### config.mk
export PLATFORM = sky130hd
export DESIGN_NAME = dmem_responder
export DESIGN_NICKNAME = d
export VERILOG_FILES = /design/src/rtl/dmem_pkg.sv /design/src/rtl/dmem_array.sv /design/src/rtl/dmem_responder.sv
export SDC_FILE = /design/constraint.sdc
export NUM_CORES = 2
export LEC_CHECK = 0
export BUFFER_PORTS_ARGS = -buffer_cell sky130_fd_sc_hd__buf_2
export CAP_MARGIN = 15
export CORE_MARGIN = 2
export CORE_UTILIZATION = 45
export CTS_CLUSTER_DIAMETER = 200
export CTS_CLUSTER_SIZE = 28
export DETAILED_ROUTE_END_ITERATION = 10
export PLACE_DENSITY = 0.63
export SLEW_MARGIN = 10
export SYNTH_ARGS = -nofsm -noshare
export SYNTH_HDL_FRONTEND = slang
export SYNTH_SLANG_ARGS = --single-unit
### constraint.sdc
create_clock -name clk -period 4.53 [get_ports clk]
set_input_delay 0.453 -clock clk [delete_from_list [all_inputs] [get_ports clk]]
set_output_delay 0.453 -clock clk [all_outputs]
set_load 0.005 [all_outputs]
### src/rtl/dmem_pkg.sv
// Shared types and constants for the data-memory responder.
package dmem_pkg;

    typedef enum logic [1:0] {
        IDLE = 2'd0,
        BUSY = 2'd1,
        DONE = 2'd2
    } state_t;

    localparam int DMEM_WIDTH = 16;
    localparam logic [DMEM_WIDTH-1:0] MMIO_ADDR = {DMEM_WIDTH{1'b1}};

endpackage

### src/rtl/dmem_array.sv
// Single-port synchronous RAM: one-cycle registered read, write-first on the same address.
module dmem_array #(
    parameter int DEPTH = 256,
    parameter int WIDTH = 16
) (
    input  logic                     clk,
    input  logic                     we,
    input  logic [$clog2(DEPTH)-1:0] addr,
    input  logic [WIDTH-1:0]         din,
    output logic [WIDTH-1:0]         dout
);

    logic [WIDTH-1:0] mem [DEPTH];

    always_ff @(posedge clk) begin
        if (we) begin
            mem[addr] <= din;
            dout      <= din;
        end else begin
            dout      <= mem[addr];
        end
    end

endmodule

### src/rtl/dmem_responder.sv
// Wait-stated load/store responder in front of dmem_array.
// Optional memory-mapped output register at the all-ones address: define DMEM_MMIO_EN.
module dmem_responder
    import dmem_pkg::*;
#(
    parameter int DEPTH       = 256,
    parameter int WIDTH       = DMEM_WIDTH,
    parameter int WAIT_STATES = 2
) (
    input  logic             clk,
    input  logic             rst,
    input  logic             req,
    input  logic [WIDTH-1:0] memaddr,
    input  logic [WIDTH-1:0] memdin,
    input  logic             memwen,
    output logic [WIDTH-1:0] memdout,
`ifdef DMEM_MMIO_EN
    output logic [WIDTH-1:0] ioout,
`endif
    output logic             memrdy,
    output logic             memerr
);

    localparam int               AW     = $clog2(DEPTH);
    localparam logic [3:0]       WS     = 4'(WAIT_STATES);
    localparam logic [WIDTH-1:0] MMIO_A = {WIDTH{1'b1}};

    state_t           state;
    logic [3:0]       cnt;
    logic [WIDTH-1:0] addr_q;
    logic [WIDTH-1:0] data_q;
    logic             wen_q;
    logic [WIDTH-1:0] hold_q;
    logic             ram_pend_q;
    logic             rdy_q;
    logic             err_q;
`ifdef DMEM_MMIO_EN
    logic [WIDTH-1:0] io_q;
`endif

    logic             access;
    logic [WIDTH-1:0] acc_addr;
    logic [WIDTH-1:0] acc_data;
    logic             acc_wen;
    logic             acc_io;
    logic             acc_oor;
    logic             ram_we;
    logic [WIDTH-1:0] ram_dout;

    // With zero wait states the access happens on the accepting edge, straight from the ports.
    always_comb begin
        access   = 1'b0;
        acc_addr = addr_q;
        acc_data = data_q;
        acc_wen  = wen_q;
        if (state == IDLE) begin
            access   = req && (WS == 4'd0);
            acc_addr = memaddr;
            acc_data = memdin;
            acc_wen  = memwen;
        end else if (state == BUSY) begin
            access   = (cnt == 4'd1);
        end
`ifdef DMEM_MMIO_EN
        acc_io   = (acc_addr == MMIO_A);
`else
        acc_io   = 1'b0;
`endif
        acc_oor  = ((acc_addr >> AW) != '0) && !acc_io;
        ram_we   = access && acc_wen && !acc_oor && !acc_io && !rst;
    end

    dmem_array #(
        .DEPTH(DEPTH),
        .WIDTH(WIDTH)
    ) u_array (
        .clk (clk),
        .we  (ram_we),
        .addr(acc_addr[AW-1:0]),
        .din (acc_data),
        .dout(ram_dout)
    );

    // RAM reads land in the array's output register; it is shown during DONE, then copied to hold_q.
    assign memdout = ram_pend_q ? ram_dout : hold_q;
    assign memrdy  = rdy_q;
    assign memerr  = err_q;
`ifdef DMEM_MMIO_EN
    assign ioout   = io_q;
`endif

    always_ff @(posedge clk) begin
        if (rst) begin
            state      <= IDLE;
            cnt        <= 4'd0;
            hold_q     <= '0;
            ram_pend_q <= 1'b0;
            rdy_q      <= 1'b0;
            err_q      <= 1'b0;
`ifdef DMEM_MMIO_EN
            io_q       <= '0;
`endif
        end else begin
            rdy_q <= 1'b0;
            err_q <= 1'b0;
            if (ram_pend_q) begin
                hold_q     <= ram_dout;
                ram_pend_q <= 1'b0;
            end
            case (state)
                IDLE: begin
                    if (req) begin
                        addr_q <= memaddr;
                        data_q <= memdin;
                        wen_q  <= memwen;
                        cnt    <= WS;
                        state  <= (WS == 4'd0) ? DONE : BUSY;
                    end
                end
                BUSY: begin
                    cnt <= cnt - 4'd1;
                    if (cnt == 4'd1) state <= DONE;
                end
                DONE:    state <= IDLE;
                default: state <= IDLE;
            endcase
            if (access) begin
                rdy_q <= 1'b1;
                err_q <= acc_oor;
                if (!acc_wen) begin
                    if (acc_io) begin
`ifdef DMEM_MMIO_EN
                        hold_q <= io_q;
`endif
                    end else if (acc_oor) begin
                        hold_q <= '0;
                    end else begin
                        ram_pend_q <= 1'b1;
                    end
                end
`ifdef DMEM_MMIO_EN
                if (acc_wen && acc_io) io_q <= acc_data;
`endif
            end
        end
    end

endmodule
==> flow_summary.yaml <==
drt:
  dr.pass1.iters: 6
  ant_nets: 0
  drc: 0
  via_per_inst: 6.127
  drt-initial-drc-count: 10770
  wl_mm: 420.1
  num_vias: 79727
  wl_per_cell_um: 32.29
die:
  rows: 218
  fp.dieW_um: 599.1
  dieArea_mm2: 0.3589
  coreArea_mm2: 0.3524
  fp.dieH_um: 599.1
  ios: 54
  start_util_pct: 45.22
cells_and_area:
  utilization_pct: 50.81
  drive_gt1_share_pct: 25.16
  syn_to_final_growth_pct: 12.37
  stdcell_area_mm2: 0.1791
  nNetsFinal: 8263
synth:
  ys.flop_type: "edfxtp_1"
  ys_top_cells_by_count: "edfxtp_1 (4,129), mux4_2 (732), mux2i_1 (657)"
  synth.distinct_cells: 56
  syn_inst: 7585
  yosysSeqAreaShare_pct: 78.22
  yosysMostFrequentCell: "edfxtp_1"
  synth_top_area_share_pct: 77.81
  synth-seq-cells: 4162
  synth_nets: 7623
  syn_area_per_cell_um2: 21.01
  syn_area_mm2: 0.1594
  synth_edf_count: 4129
  synthArstFlopShare_pct: 0
  ys_top_cells_by_area: "edfxtp_1 (78%), mux4_2 (10%), mux2i_1 (4.1%)"
  ys_warn_count: 0
  synth_largest_area_cell: "edfxtp_1"
placed_design:
  post-place-ws_ns: -0.3097
  io_buffers: 53
  gp_congestion: 0.8385
  place_hpwl_mm: 253.9
  place_area_mm2: 0.1698
power:
  clkPwrFrac_pct: 26.9
  switching_share_pct: 22.95
  ir_drop_uv: 399.6
  powerDensity_mw_per_mm2: 380.8
  switching_power_uw: 15650
  p_comb_share_pct: 10.4
  power_frac_seq_pct: 62.8
  intPower_uw: 52530
  p_leak_uw: 0.05701
min_path:
  hp-class: "in2reg"
  hp-start: "memaddr[8]"
timing:
  maxSlewViolCount: 0
  period_share_pct: 105.9
  worst_pin_slew_ns: 1.150
  hold_viol: 0
  worst_slack_ns: -0.2657
  period_needed_ns: 4.796
  skew_ns: 0.09084
  rsz0062_at_grt: "yes"
  setup_violations: 15
  fmax_ghz: 0.2085
  slew-limit-headroom_pct: 23.32
clock_network:
  cts_tree: "done"
  clock_path_buffers: 4
  insertion_delay_ns: 0.95
  clockRootBuffer: "clkbuf_16"
  clk_pin_slew_ns: 0.11
  cts_num_sinks: 4162
  h-tree-depth: 4
  cts_buffers: 170
global_routing:
  overflow: 0
  grt_pass1_vias: 77699
  antenna_found_initial: 25
  track_usage_pct: 22.98
  grt_max_degree: 108
  grt_pass1_wl_mm: 588.3
run_status:
  violations: "negative setup slack"
  status: "finished, violations left"
critical_path:
  cp-end-kind: "primary output"
  critPathArrivalTime_ns: 4.34
  critical_path_class: "reg2out"
  cp-start-kind: "flop"
  crit_required_ns: 4.08
  path_max_fanout: 27
job:
  maxCapViolCount: 0
-- area by class of cell --
type / instances / area [um^2]
antenna: 8 / 20.02
clock buffer: 212 / 4476
clock inverter: 9 / 110.1
fill: 27668 / 173300
inverter: 14 / 58.81
multi-input combinational: 2953 / 34540
sequential: 4162 / 124700
tap: 4730 / 5918
timing repair buffer: 923 / 9264
timing repair inverter: 1 / 7.507
-- state kept, by name, summed over array words and instances (netlist names), named ones only --
name         cells
addr_q          16
cnt              4
data_q          16
hold_q          16
memerr           1
memrdy           1
ram_pend_q       1
state            2
u_array.mem   4096
wen_q            1
-- worst max-delay path, stage by stage (launching register included) --
cell and delay [ns]:
dfxtp_4 0.39, buf_12 0.15, buf_12 0.12, buf_16 0.14, nor2_4 0.07, buf_4 0.14
buf_4 0.14, buf_12 0.16, buf_12 0.21, a22oi_1 0.32, nand2_1 0.13, o22ai_1 0.48
o21ai_0 0.27, nand3_4 0.20, o211a_1 0.22, buf_2 0.15
-- cells by family (layout without fill, tap and decap cells) --
group,after synthesis,after routing,share of synthesized area (%)
buf+inv,470,1159,1.379
flops,4162,4162,78.22
simple gates,798,798,2.268
compound gates,746,746,3.514
fa+ha+maj,2,2,0.01570
mux,1407,1407,14.60
other cells,0,8,0
-- metrics by stage --
| step | hold WS, ns | setup TNS [ns] | total power [uW] | std cells |
|---|---|---|---|---|
| finish | 0.2281 | -1.365 | 68180 | 13012 |
| global route | 0.2113 | -3.043 | 69950 | 13006 |
| CTS | 0.1545 | -2.153 | 68340 | 12944 |
| detailed placement | 0.5544 | -0.5581 | 50010 | 12589 |
| global placement | 0.5025 | -1.041 | 49890 | 12588 |
| floorplan | 0.4895 | 0 | 47410 | 7585 |
-- path summary, 6_finish.rpt --
| kind | endpoint | cells past startpoint | slack, ns |
|---|---|---|---|
| worst max-delay path | memdout[6] | 15 | -0.27 |
| worst min-delay path | addr_q[8] | 2 | 0.23 |
| worst max register to register | hold_q[12] | 24 | -0.02 |
| worst min register to register | cnt[1] | 2 | 0.57 |
-- repair_timing --
action,4_1_cts,5_1_grt
endpoints found under the setup margin,16,17
endpoints found under the hold margin,47,0
cloned,29,9
hold buffers,36,0
buffers inserted,75,59
gates resized for setup,322,102
pin swaps,77,52
-- cell usage in the layout, fill, tap and decap left out, drive strengths merged, types with 5 or more instances in the layout --
cell,synthesis,final
nand3,184,184
edfxtp,4129,4129
nor3b,5,5
and3,18,18
dfxtp,33,33
and3b,16,16
mux2i,657,657
nor4,19,19
a221oi,97,97
and2,9,9
dlygate4sd3,0,36
a31o,14,14
a31oi,18,18
inv,13,20
a221o,30,30
mux2,18,18
nor2b,6,6
bufbuf,0,7
diode,0,8
o21ai,93,93
clkbuf,207,221
o211a,15,15
a21oi,63,63
nand4,30,30
o31ai,15,15
nand2,199,199
a22o,64,64
a22oi,313,313
o22ai,16,16
nor2,293,293
mux4,732,732
buf,249,871
-- power groups by stage --
stage,combinational [uW],clock (uW),sequential [uW]
after global placement,6180,0,43700
after detailed placement,6300,0,43700
final,7060,18300,42800
after CTS,6920,18600,42800
after global routing,7380,19700,42800
after floorplan,3630,0,43800
-- layer usage --
layer | share of wire, % | up-vias | GRT usage [%] | routed length, um
li1 | - | 32625 | - | -
met1 | 40 | 42904 | 32.57 | 168100
met2 | 48 | 3702 | 37.13 | 203200
met3 | 8.3 | 480 | 3.365 | 34980
met4 | 3.3 | 16 | 6.990 | 13770
met5 | 0.026 | - | 0 | 108
Power figures use the tool's default switching activity.
